<file path="config.mk">
export PLATFORM = sky130hd
export DESIGN_NAME = router_out_arbiter
export DESIGN_NICKNAME = d
export VERILOG_FILES = /design/src/rtl/router_out_arbiter.sv
export SDC_FILE = /design/constraint.sdc
export NUM_CORES = 1
export LEC_CHECK = 0
export BUFFER_PORTS_ARGS = -buffer_cell sky130_fd_sc_hd__buf_2
export CAP_MARGIN = 5
export CORE_AREA = 2 2 102 74
export DETAILED_ROUTE_END_ITERATION = 12
export DIE_AREA = 0 0 104 76
export GPL_TIMING_DRIVEN = 0
export PLACE_DENSITY_LB_ADDON = 0.12
export SETUP_SLACK_MARGIN = 0.3
export SLEW_MARGIN = 20
export SYNTH_ARGS = -nofsm -noshare
export SYNTH_HDL_FRONTEND = slang
export SYNTH_SLANG_ARGS = --single-unit
</file>
<file path="constraint.sdc">
create_clock -name clk -period 1.7 [get_ports clk]
set_clock_uncertainty 0.2 [all_clocks]
set_input_delay 0.17 -clock clk [delete_from_list [all_inputs] [get_ports clk]]
set_output_delay 0.17 -clock clk [all_outputs]
set_load 0.01 [all_outputs]
</file>
<file path="src/rtl/router_out_arbiter.sv">
`default_nettype none
// ============================================================================
// Module   : router_out_arbiter
// Purpose  : Round-robin arbiter plus single-entry output register for one
//            output port of the tree NoC router. Three sources (parent,
//            child1, child2) compete for the port. The winning packet is
//            captured into the output register and held until it is
//            accepted downstream. The block also counts delivered packets
//            and flags requests from the blocked (U-turn) source.
// Ports    :
//   clk        in   1              rising-edge clock
//   rst        in   1              synchronous active-high reset
//   in_valid   in   3              request per source (0=parent,1=child1,2=child2)
//   in_data    in   3*WIDTH_packet packet per source, slice i at i*WIDTH_packet
//   in_ready   out  3              one-hot accept for the granted source
//   out_valid  out  1              output register holds a packet
//   out_data   out  WIDTH_packet   held packet
//   out_ready  in   1              downstream accept
//   out_src    out  2              source index of the held packet
//   pkt_count  out  CNT_W          packets delivered downstream (wrapping)
//   uturn_err  out  1              sticky: blocked source raised a request
// Revision : 1.0 - initial release
// ============================================================================
module router_out_arbiter #(
  parameter int WIDTH_packet = 14,
  parameter int BLOCK_IDX    = 3,
  parameter int CNT_W        = 16
) (
  input  logic                      clk,
  input  logic                      rst,
  input  logic [2:0]                in_valid,
  input  logic [3*WIDTH_packet-1:0] in_data,
  output logic [2:0]                in_ready,
  output logic                      out_valid,
  output logic [WIDTH_packet-1:0]   out_data,
  input  logic                      out_ready,
  output logic [1:0]                out_src,
  output logic [CNT_W-1:0]          pkt_count,
  output logic                      uturn_err
);

  // Output register occupancy
  localparam logic [0:0] ST_EMPTY = 1'b0;
  localparam logic [0:0] ST_FULL  = 1'b1;

  logic [0:0]              r_state;
  logic [WIDTH_packet-1:0] r_data;
  logic [1:0]              r_src;
  logic [1:0]              r_rr_ptr;
  logic [CNT_W-1:0]        r_pkt_count;
  logic                    r_uturn_err;

  logic [2:0]              w_block_mask;
  logic [2:0]              w_elig;
  logic                    w_any;
  logic                    w_can_load;
  logic                    w_grant;
  logic                    w_deliver;
  logic [1:0]              w_first;
  logic [1:0]              w_second;
  logic [1:0]              w_third;
  logic [1:0]              w_win;
  logic [WIDTH_packet-1:0] w_win_data;
  logic [WIDTH_packet-1:0] w_slice [3];

  // Mask of the source that may never be granted on this port. When
  // BLOCK_IDX is 3 no bit matches and every source is eligible.
  generate
    for (genvar i = 0; i < 3; i++) begin : g_mask
      assign w_block_mask[i] = (BLOCK_IDX == i);
    end
  endgenerate

  generate
    for (genvar i = 0; i < 3; i++) begin : g_slice
      assign w_slice[i] = in_data[i*WIDTH_packet +: WIDTH_packet];
    end
  endgenerate

  assign w_elig     = in_valid & ~w_block_mask;
  assign w_any      = |w_elig;
  assign w_can_load = (r_state == ST_EMPTY) || out_ready;
  assign w_deliver  = (r_state == ST_FULL) && out_ready;

  // Search order starts one past the last granted source and wraps.
  always_comb begin
    w_first  = 2'd0;
    w_second = 2'd1;
    w_third  = 2'd2;
    case (r_rr_ptr)
      2'd0: begin
        w_first  = 2'd1;
        w_second = 2'd2;
        w_third  = 2'd0;
      end
      2'd1: begin
        w_first  = 2'd2;
        w_second = 2'd0;
        w_third  = 2'd1;
      end
      default: begin
        w_first  = 2'd0;
        w_second = 2'd1;
        w_third  = 2'd2;
      end
    endcase
  end

  always_comb begin
    w_win = 2'd0;
    if (w_elig[w_first]) begin
      w_win = w_first;
    end else if (w_elig[w_second]) begin
      w_win = w_second;
    end else if (w_elig[w_third]) begin
      w_win = w_third;
    end
  end

  always_comb begin
    case (w_win)
      2'd0:    w_win_data = w_slice[0];
      2'd1:    w_win_data = w_slice[1];
      default: w_win_data = w_slice[2];
    endcase
  end

  // Grant is suppressed during reset so that no source believes a packet
  // was accepted on an edge where the register is being cleared.
  always_comb begin
    in_ready = 3'b000;
    if (!rst && w_can_load && w_any) begin
      in_ready[w_win] = 1'b1;
    end
  end

  // in_ready only ever points at an eligible (hence valid) source, so any
  // asserted grant is a completed source transfer.
  assign w_grant = |in_ready;

  always_ff @(posedge clk) begin
    if (rst) begin
      r_state     <= ST_EMPTY;
      r_data      <= '0;
      r_src       <= 2'd0;
      r_rr_ptr    <= 2'd2;
      r_pkt_count <= '0;
      r_uturn_err <= 1'b0;
    end else begin
      if (w_grant) begin
        // Load wins over drain: a simultaneous delivery and new load
        // replaces the register contents and keeps it full.
        r_state  <= ST_FULL;
        r_data   <= w_win_data;
        r_src    <= w_win;
        r_rr_ptr <= w_win;
      end else if (w_deliver) begin
        r_state <= ST_EMPTY;
      end

      if (w_deliver) begin
        r_pkt_count <= r_pkt_count + 1'b1;
      end

      if (|(in_valid & w_block_mask)) begin
        r_uturn_err <= 1'b1;
      end
    end
  end

  assign out_valid = (r_state == ST_FULL);
  assign out_data  = r_data;
  assign out_src   = r_src;
  assign pkt_count = r_pkt_count;
  assign uturn_err = r_uturn_err;

endmodule
`default_nettype wire
</file>
; Word-level counts from Yosys, hierarchy flattened
; Index checks and enable logic that the tools add are counted.
[word_totals]
reg_bits = 35
input_bits = 48
out_inout_bits = 37
word_cells = 43
[op_classes]
n_addsub = 1
order_cmp = 5
eq_ne = 2
n_mux = 18
bitwise_logic = 1
reduce_logical = 11
[ops]
columns = cell, n
row1 = 14-bit case mux with 2 select lines, 1
row2 = 16-bit by 1-bit adder with 16-bit output (second input constant), 1
row3 = 2-bit by 3-bit less-than comparator with 1-bit output (second input constant), 4
row4 = 2-bit case mux with 2 select lines, 3
row5 = 1-bit binary-select mux with 2-bit select, 3
row6 = 1-bit 2-to-1 mux, 6
row7 = 2-bit 2-to-1 mux, 3
row8 = 3-bit OR reduction, 2
row9 = 2-bit by 1-bit == test with 1-bit output (second input constant), 2
row10 = 1-bit logical AND, 4
row11 = 2-bit logical NOT, 2
row12 = 3-bit 2-to-1 mux, 1
row13 = 1-bit demux with 2-bit select, 1
row14 = 2-bit by 1-bit >= comparator with 1-bit output (second input constant), 1
row15 = 2-bit nonzero test, 1
row16 = 1-bit logical NOT, 1
row17 = 1-bit logical OR, 1
row18 = 1-bit NOT, 1

; Logic depth before layout (Yosys ltp)
; Gate-level depths: netlist of the first run.
[logic_depth]
ltp_word = 14
ltp_mapped = 5
ltp_nobuf = 5

; Worst setup path after synthesis of the first run
; No wires, ideal clock.
[synth_path]
path_kind = register to output
startpoint = reg r_state, in the netlist out_valid
endpoint = out in_ready[0]
arrival_ns = 1.281
required_ns = 1.330
setup_slack_ns = 0.049
stages_incl_launch_ff = 6
path_buffers = 1
path_cell_list = dfxtp_1 nor2b_1 nor3_4 clkbuf_1 nand2_1 nor2_1
[synth_via]
elab_chain_len = 5
[synth_lines]
columns = item, line
row1 = from (decl), 46  ; logic [0:0] r_state;
row2 = from (signal assigned), 143  ; r_state <= ST_EMPTY;
row3 = from (signal assigned), 153  ; r_state <= ST_FULL;
row4 = from (signal assigned), 158  ; r_state <= ST_EMPTY;
row5 = 1-bit NOT, 82  ; assign w_can_load = (r_state == ST_EMPTY) || out_ready;
row6 = 1-bit logical OR, 82
row7 = 1-bit logical AND (2 in series), 132  ; if (!rst && w_can_load && w_any) begin
row8 = 3-bit 2-to-1 mux, 132
row9 = to (decl), 33  ; output logic [2:0] in_ready,
; No other way between the ends.

; Worst setup path in the final report of the first run
[layout_path]
startpoint = reg r_rr_ptr[1]
endpoint = out in_ready[0]
[layout_via]
elab_chain_len = 12
word_cells_on_any_way = 20
cone_classes = 2 x order compare / 1 x eq/ne / 15 x mux / 2 x reduce/logical
[layout_lines]
columns = item, line
row1 = from (decl), 49  ; logic [1:0] r_rr_ptr;
row2 = from (signal assigned), 156  ; r_rr_ptr <= w_win;
row3 = 2-bit by 1-bit == test with 1-bit output or 2-bit logical NOT (tied branches), 90  ; case (r_rr_ptr)
row4 = 2-bit case mux with 2 select lines, 90
row5 = 1-bit binary-select mux with 2-bit select, 115  ; end else if (w_elig[w_third]) begin
row6 = 1-bit 2-to-1 mux (implied by the code), 115
row7 = 2-bit 2-to-1 mux, 115
row8 = 2-bit 2-to-1 mux, 113  ; end else if (w_elig[w_second]) begin
row9 = 2-bit 2-to-1 mux (*), 111  ; if (w_elig[w_first]) begin
row10 = 2-bit by 3-bit less-than comparator with 1-bit output (implied by the code) or 2-bit by 1-bit >= comparator with 1-bit output (tied branches), 133  ; in_ready[w_win] = 1'b1;
row11 = 1-bit logical AND (implied by the code), 133
row12 = 1-bit 2-to-1 mux (implied by the code), 133
row13 = 1-bit demux with 2-bit select (*), 133
row14 = 3-bit 2-to-1 mux (*), 132
; Mark *: on every way between the ends. The rest lies on a longest branch, timed or not. The select of a mux whose other input is x is not followed.

==> impl_metrics.yaml, run 1 <==
worst_setup_path:
  reg2reg_depth: 6
  slowest_delay_ns: 0.37
  cp.depth: 6
  required_ns: 1.33
  start_kind: "flip-flop"
  cp_data_arrival_time_ns: 1.47
  worstSetupEndpointType: "primary output"
  crit_chain: "nand2b_4, buf_12, o2bb2ai_4, buf_6, nor2_1, buf_2"
  crit_slowest_cell: "dfxtp_4"
  cp_max_fo: 10
  cp_top_family: "buffers and inverters"
  worst-path-buf-inv: 3
  path_class: "reg2out"
floorplanning:
  rows: 26
  start_util_pct: 22.99
  die-width_microns: 104
  fp.dieH_microns: 76
  pin_count: 85
  dieArea_sq_um: 7904
  design.core.area_sq_um: 7027
final_layout:
  final_common_cell: "buf_2"
  area_growth_pct: 78.70
  drive_gt1_share_pct: 57.33
  antenna_cells: 0
  nets: 348
  final_cell_mix: "80 x buf_2, 28 x nor2_1, 22 x dfxtp_1"
  final_util_pct: 41.08
logic_synthesis:
  synthesis.nets: 227
  syn-cell-area_sq_um: 1615
  ys_warn_count: 0
  synth_cell_types: 36
  synth_top_cell_by_area: "dfxtp_1"
  syn_avg_cell_area_sq_um: 9.075
  synth_cells: 178
  yosysTopAreaCellShare_pct: 42.14
  ys_ff_latch: 34
  synthTopCellsByArea: "dfxtp_1 42%, a222oi_1 8.1%, nor2_1 6.5%"
  seq_area_frac_synth_pct: 42.14
detailed_routing:
  drtAntennaViolNets: 0
  drtIter0Drc: 124
  remaining_drc_errors: 0
  dr_total_vias: 1851
  drtPass1Iterations: 6
  viasPerCell: 4.651
  wl_per_cell_microns: 13.74
  wl_mm: 5.469
sta:
  worst_slew_pin_slew_ns: 0.5077
  hold_viol_final: 0
  fin_tns_setup_ns: -1.199
  setup_viol: 12
  fmax_ghz: 0.5435
  report.final.slew_viol_count: 0
  worst_slack_ns: -0.1399
  fin_crit_ns: 1.840
  max_slew_margin_pct: 66.15
  rsz0062_at_grt: "true"
  finalCritPeriodShare_pct: 108.2
flow_run:
  drv_cap: 0
grt:
  grt_pass1_wl_mm: 8.976
  gr-total-overflow: 0
  grt_usage_pct: 13.93
  grt_pass1_vias: 1860
  grt_max_degree: 12
  antenna_found_initial: 0
placement:
  port_buffers: 82
  dp_hpwl_mm: 3.618
  place_congestion: 0.7266
worst_hold_path:
  worstHoldPathCells: 3
  worst_hold_path_type: "in2reg"
power:
  peakVddDrop_mv: 0.2947
  power_density_nw_per_um2: 692.3
  leakagePower_uw: 0.001302
clock_network:
  clockBufferDepth: 2
  cts_tree: "built"
  clock_latency_ns: 0.29
  htreeDepth: 2
  clk_pin_slew_worst_paths_ns: 0.08
  clock-sinks: 34
  cts-buffers-inserted: 5
  cts_root_buf: "clkbuf_8"
run_status:
  status: "complete, but fails checks"
  violations: "negative setup slack"
[flip-flops by register name, indices dropped and copies added, names as in the netlist]
| name | count |
|---|---|
| r_rr_ptr | 1 |
| out_data | 14 |
| pkt_count | 16 |
| out_src | 2 |
| out_valid | 1 |
[synth_stat cells, drive strengths merged]
master and instances:
or3 5, nor2 28, a211oi 13, nand3 6
buf 7, nand4 5, o21ai 6, nand2 7
a221oi 1, conb 1, dfxtp 34, ha 1
nor2b 4, clkbuf 5, nor3 4, and3 4
and2 1, xor2 6, a21oi 9, a21o 1
a21boi 1, and4 3, nor3b 1, o2bb2ai 1
inv 2, o21bai 2, mux2i 2, a222oi 13
nand2b 1, xnor2 4
[final timing paths]
kind	from	endpoint	slack [ns]
setup / recovery	r_rr_ptr[1]	in_ready[0]	-0.14
hold / removal	in_data[24]	out_data[10]	0.04
setup reg to reg	r_rr_ptr[1]	out_data[6]	-0.12
hold reg to reg	pkt_count[15]	pkt_count[15]	0.29
[routing by layer]
layer,up-vias,wire length [microns],track usage (%)
met3,5,223,3.593
li1,909,-,-
met2,42,2499,22.70
met4,0,68,4.459
met1,895,2678,18.10
met5,-,0,0
[layout make-up]
type	instances	area, sq um
flip-flops and latches	34	710.7
clock buffers	6	82.58
repair buffers	114	795.8
multi-input cells	130	1051
well taps	98	122.6
clock inverters	2	12.51
fillers	713	4140
inverters	2	7.507
plain buffers	12	103.9
[logic make-up (layout without fill, tap and decap cells)]
logic type               count (synthesis)  in the layout  synth area share (%)
AND/OR/NAND/NOR                         69             69                 23.01
multiplexers                             2              2                 1.239
adder cells (fa/ha/maj)                  1              1                0.7745
AO/OA/AOI/OAI                           47             47                 22.54
XOR/XNOR                                10             10                 5.422
flip-flops                              34             34                 42.14
buffers and inverters                   14            136                 4.647
other                                    1              1                0.2322
[report_power, final]
group	switching [uW]	total [uW]	internal (uW)
clock	319	645	326
sequential	26.1	859	833
combinational	222	495	273
total	567	2000	1430
[metrics by stage]
| stage | power, uW | setup WS (ns) | cell area [sq um] | instances | hold slack, ns |
|---|---|---|---|---|---|
| 3_3_place_gp | 1223 | -0.02846 | 2211 | 358 | 0.2284 |
| 6_report | 1998 | -0.1399 | 2887 | 398 | 0.04114 |
| 5_1_grt | 2106 | -0.2009 | 2887 | 398 | 0.04595 |
| 3_5_place_dp | 1221 | -0.01116 | 2211 | 358 | 0.2283 |
| 4_1_cts | 1988 | -0.1343 | 2738 | 391 | 0.01035 |
| 2_1_floorplan | 1074 | 0.1734 | 1678 | 178 | 0.1143 |
[what timing repair did]
item                                   CTS  global route
hold buffers                             1             0
resized for setup                       46            18
endpoints found under the hold margin    1             0
setup endpoints to repair               26            35
setup buffers                           22             7
cloned                                   2             0
pin swaps                               26            24
[worst reg2reg max path, stage by stage (launching register included)]
cell and delay, ns:
dfxtp_4 0.37, nand2b_4 0.16, a21o_4 0.23, buf_6 0.13, buf_12 0.12, a222oi_1 0.36, a211oi_1 0.13
Note: power is estimated with default switching activity, not from simulation.
==> run 2: changes to the inputs <==
==> constraint.sdc (replaced) <==
create_clock -name clk -period 1.87 [get_ports clk]
set_clock_uncertainty 0.2 [all_clocks]
set_input_delay 0.187 -clock clk [delete_from_list [all_inputs] [get_ports clk]]
set_output_delay 0.187 -clock clk [all_outputs]
set_load 0.05 [all_outputs]
==> impl_metrics.yaml, run 2 (synthesis gave the netlist of run 1 again) <==
clock_network:
  cts_root_buf: "clkbuf_8"
  cts-buffers-inserted: 5
  clk_pin_slew_worst_paths_ns: 0.08
  htreeDepth: 2
  clock-sinks: 34
  clock_latency_ns: 0.28
  clockBufferDepth: 2
  cts_tree: "built"
grt:
  use_met2_pct: 21.78
  grt_pass1_vias: 1835
  grt_max_degree: 12
  top_usage_layer: "met2"
  grt_usage_pct: 13.84
  antenna_found_initial: 0
  grt_pass1_wl_mm: 9.004
  gr-total-overflow: 0
  gr-usage-met1_pct: 18.80
  use_met3_pct: 3.678
power:
  p_int_uw: 1273
  power_uw: 1894
  p_comb_share_pct: 28.9
  power_density_nw_per_um2: 687.6
  leakagePower_uw: 0.001243
  peakVddDrop_mv: 0.3146
  power.share.switching_pct: 32.82
  p_clk_share_pct: 30.4
  seqPwrFrac_pct: 40.7
  p_sw_uw: 621.8
sta:
  max_slew_margin_pct: 64.13
  fin_crit_ns: 1.830
  rsz0062_at_grt: "true"
  finalCritPeriodShare_pct: 97.85
  worst_slew_pin_slew_ns: 0.5381
  hold_viol_final: 0
  fmax_ghz: 0.5465
  report.final.slew_viol_count: 0
  setup_viol: 0
worst_setup_path:
  crit_slowest_cell: "dfxtp_4"
  worst-path-buf-inv: 2
  slowest_delay_ns: 0.36
  start_kind: "flip-flop"
  path_class: "reg2out"
  worstSetupEndpointType: "primary output"
  r2r_setup_slack_ns: 0.07
  cp_data_arrival_time_ns: 1.44
  crit_chain: "nand2b_4, a21o_4, buf_6, and2_4, buf_8"
  required_ns: 1.48
  cp_max_fo: 3
  cp_top_family: "flip-flops"
final_layout:
  antenna_cells: 0
  final_cell_mix: "79 x buf_2, 27 x nor2_1, 19 x dfxtp_1"
  final_common_cell: "buf_2"
  largest_reg_flops: 16
  final_util_pct: 39.21
  drive_gt1_share_pct: 55.78
  area_growth_pct: 70.57
  nets: 342
  fin_area_sq_um: 2755
floorplanning:
  fp.dieH_microns: 76
  rows: 26
  dieArea_sq_um: 7904
  start_util_pct: 22.99
  die-width_microns: 104
  pin_count: 85
  design.core.area_sq_um: 7027
detailed_routing:
  drtPass1Iterations: 8
  wl_per_cell_microns: 13.51
  remaining_drc_errors: 0
  drtAntennaViolNets: 0
  viasPerCell: 4.645
  drtIter0Drc: 98
  dr_total_vias: 1821
  wl_mm: 5.296
flow_run:
  drv_cap: 0
placement:
  port_buffers: 82
  place_congestion: 0.7156
  placed_area_sq_um: 2235
  dp_hpwl_mm: 3.660
worst_hold_path:
  worst_hold_path_type: "in2reg"
run_status:
  status: "finished, final reports clean"
run 2: per-stage QoR:
stage	std cells	TNS (ns)	hold slack (ns)	setup slack, ns
2_1_floorplan	178	0	0.1313	0.1140
3_3_place_gp	358	-0.1204	0.2436	-0.06086
3_5_place_dp	358	-0.1227	0.2551	-0.07013
4_1_cts	389	0	0.03429	0.05819
5_1_grt	392	-0.07261	0.04033	-0.02422
6_report	392	0	0.04435	0.04020
run 2: area by class of cell:
cell class	instances	area (sq um)
Buffer	12	100.1
Clock buffer	6	82.58
Clock inverter	2	11.26
Fill cell	729	4272
Inverter	2	7.507
Multi-Input combinational cell	130	997.2
Sequential cell	34	729.5
Tap cell	98	122.6
Timing Repair Buffer	108	704.4
run 2: path summary, 6_finish.rpt:
kind | startpoint | to | cells after the start
setup / recovery | r_rr_ptr[1] | in_ready[1] | 5
hold / removal | out_ready | pkt_count[1] | 3
setup reg to reg | r_rr_ptr[1] | out_data[11] | 6
hold reg to reg | out_data[5] | out_data[5] | 2
run 2: power groups by stage:
stage / Combinational, uW / Sequential, uW / Clock [uW]
floorplan: 188 / 901 / 0
global placement: 437 / 787 / 0
detailed placement: 438 / 788 / 0
CTS: 516 / 770 / 611
global route: 588 / 776 / 642
finish: 548 / 770 / 577
run 2: metal layers:
metal / up-vias / part of all wire, % / wire [microns]
met2: 47 / 44 / 2346
met4: 0 / 0.76 / 40
li1: 897 / - / -
met3: 2 / 4.7 / 248
met1: 875 / 50 / 2661
met5: - / 0 / 0
run 2: what timing repair did:
item,CTS,global route
setup endpoints to repair,21,25
pin swaps,29,15
hold buffers,1,0
gates resized for setup,33,23
gates cloned,0,1
buffers inserted,22,2
hold endpoints to repair,1,0
run 2: worst min-delay path: stages:
cell and delay [ns]:
buf_2 0.15, nand3_1 0.09, a21oi_1 0.05
==> run 3: changes to the inputs <==
--- a/config.mk
+++ b/config.mk
@@ -7,10 +7,13 @@
 export LEC_CHECK = 0
 export BUFFER_PORTS_ARGS = -buffer_cell sky130_fd_sc_hd__buf_2
 export CAP_MARGIN = 5
+export CELL_PAD_IN_SITES_DETAIL_PLACEMENT = 0
+export CELL_PAD_IN_SITES_GLOBAL_PLACEMENT = 1
 export CORE_AREA = 2 2 102 74
 export DETAILED_ROUTE_END_ITERATION = 12
 export DIE_AREA = 0 0 104 76
 export GPL_TIMING_DRIVEN = 0
+export HOLD_SLACK_MARGIN = 0.12
 export PLACE_DENSITY_LB_ADDON = 0.12
 export SETUP_SLACK_MARGIN = 0.3
 export SLEW_MARGIN = 20
==> impl_metrics.yaml, run 3 (synthesis gave the netlist of run 1 again) <==
run_status:
  status: "finished, final reports clean"
final_layout:
  stdcell_count: 419
  final_common_cell: "buf_2"
  antenna_cells: 0
  drive_gt1_share_pct: 47.66
  area_growth_pct: 83.35
  nets: 369
  final_cell_mix: "80 x buf_2, 35 x dlygate4sd3_1, 27 x nor2_1"
  largest_reg_flops: 16
flow_run:
  drv_cap: 0
detailed_routing:
  dr_total_vias: 1930
  wl_per_cell_microns: 13.95
  viasPerCell: 4.606
  drtIter0Drc: 77
  drtAntennaViolNets: 0
  wl_mm: 5.843
  remaining_drc_errors: 0
  drtPass1Iterations: 6
placement:
  placedCellCount: 358
  port_buffers: 82
  dp_hpwl_mm: 3.809
  place_congestion: 0.7423
worst_setup_path:
  cp-endpoint: "in_ready[1]"
  startpoint: "out_src[0]"
  required_ns: 1.48
  r2r_setup_slack_ns: 0.06
  r2r-start: "r_rr_ptr[1]"
  path_class: "reg2out"
  cp_data_arrival_time_ns: 1.43
  start_kind: "flip-flop"
  worstReg2RegEnd: "out_data[9]"
  cp_max_fo: 5
  worstSetupEndpointType: "primary output"
  reg2reg_depth: 6
grt:
  use_met3_pct: 4.106
  antenna_found_initial: 0
  gr-usage-met1_pct: 20.64
  grt_usage_pct: 15.30
  gr-total-overflow: 0
  grt_pass1_wl_mm: 9.701
  grt_pass1_vias: 1996
  grt_max_degree: 11
  use_met2_pct: 23.68
  top_usage_layer: "met2"
sta:
  rsz0062_at_grt: "true"
  hold_viol_final: 0
  max_slew_margin_pct: 57.80
  report.final.slew_viol_count: 0
  finalCritPeriodShare_pct: 97.39
  fmax_ghz: 0.5491
  fin_crit_ns: 1.821
  hold_ws_ns: 0.1092
  setup_viol: 0
  worst_slew_pin_slew_ns: 0.6329
clock_network:
  clock_latency_ns: 0.28
  clockBufferDepth: 2
  cts_tree: "built"
  clk_pin_slew_worst_paths_ns: 0.07
  htreeDepth: 2
  cts-buffers-inserted: 5
  cts_root_buf: "clkbuf_8"
  clock-sinks: 34
power:
  p_comb_share_pct: 30.6
  power_density_nw_per_um2: 634.0
  seqPwrFrac_pct: 41.0
  power_uw: 1878
  power.share.switching_pct: 33.38
  p_int_uw: 1251
  leakagePower_uw: 0.001319
  p_clk_share_pct: 28.3
  p_sw_uw: 626.7
  peakVddDrop_mv: 0.2637
floorplanning:
  pin_count: 85
  fp.dieH_microns: 76
  design.core.area_sq_um: 7027
  die-width_microns: 104
  dieArea_sq_um: 7904
  rows: 26
  start_util_pct: 22.99
worst_hold_path:
  holdCritStartpoint: "in_data[40]"
  worst_hold_path_type: "in2reg"
[run 3: changes by cell type in the layout (fill, tap and decap cells not counted), sizes merged]
cell / previous run / this run
dlygate4sd3: 1 / 35
buf: 112 / 106
clkbuf: 13 / 12
clkinv: 1 / 2
inv: 3 / 2
[run 3: final cells by class]
class / instances / area (sq um)
clock inverters: 2 / 8.758
plain buffers: 12 / 93.84
clock buffers: 6 / 72.57
flip-flops and latches: 34 / 732.0
repair buffers: 135 / 937.1
multi-input cells: 130 / 987.2
fillers: 734 / 4065
inverters: 2 / 7.507
well taps: 98 / 122.6
[run 3: what timing repair did]
action                                 CTS  global route
hold buffers                            35             0
pin swaps                               34            11
setup endpoints to repair               20            23
setup buffers                           13             5
resized for setup                       30            13
endpoints found under the hold margin   17             0
cloned                                   0             0
[run 3: how the worst min path moves through the flow]
| stage | to | slack, ns | depth (start not counted) |
|---|---|---|---|
| after floorplan | out_data[10] | 0.13 | 2 |
| after global placement | out_data[10] | 0.24 | 3 |
| after global routing | out_data[9] | 0.14 | 3 |
| after CTS | out_data[9] | 0.12 | 3 |
| after detailed placement | out_data[10] | 0.24 | 3 |
| final | out_data[12] | 0.11 | 3 |
[run 3: worst max-delay path: stages (launching register included)]
cell     delay (ns)
dfxtp_4        0.37
nor3b_4        0.28
a21o_4         0.14
buf_8          0.09
and2_4         0.13
buf_8          0.13
[run 3: stage by stage]
step                      setup slack, ns   TNS, ns  util, %  cell area (sq um)
after floorplan                    0.1140         0        -               1702
after global placement           -0.06216  -0.06413    31.80               2235
after detailed placement         -0.02561  -0.03442    31.80               2235
after CTS                         0.04271         0    41.03               2883
after global routing             -0.03023   -0.1022    42.15               2962
final                             0.04882         0    42.15               2962
[run 3: power groups by stage]
stage	Combinational [uW]	Sequential [uW]	Clock (uW)
floorplan	188	901	0
global placement	443	786	0
detailed placement	441	787	0
CTS	561	770	567
global route	613	775	592
finish	575	771	532
[run 3: metal layers]
metal / part of all wire (%) / vias to the layer above
met5: 0 / -
met4: 1.1 / 0
li1: - / 952
met2: 45 / 61
met1: 49 / 912
met3: 5.5 / 5
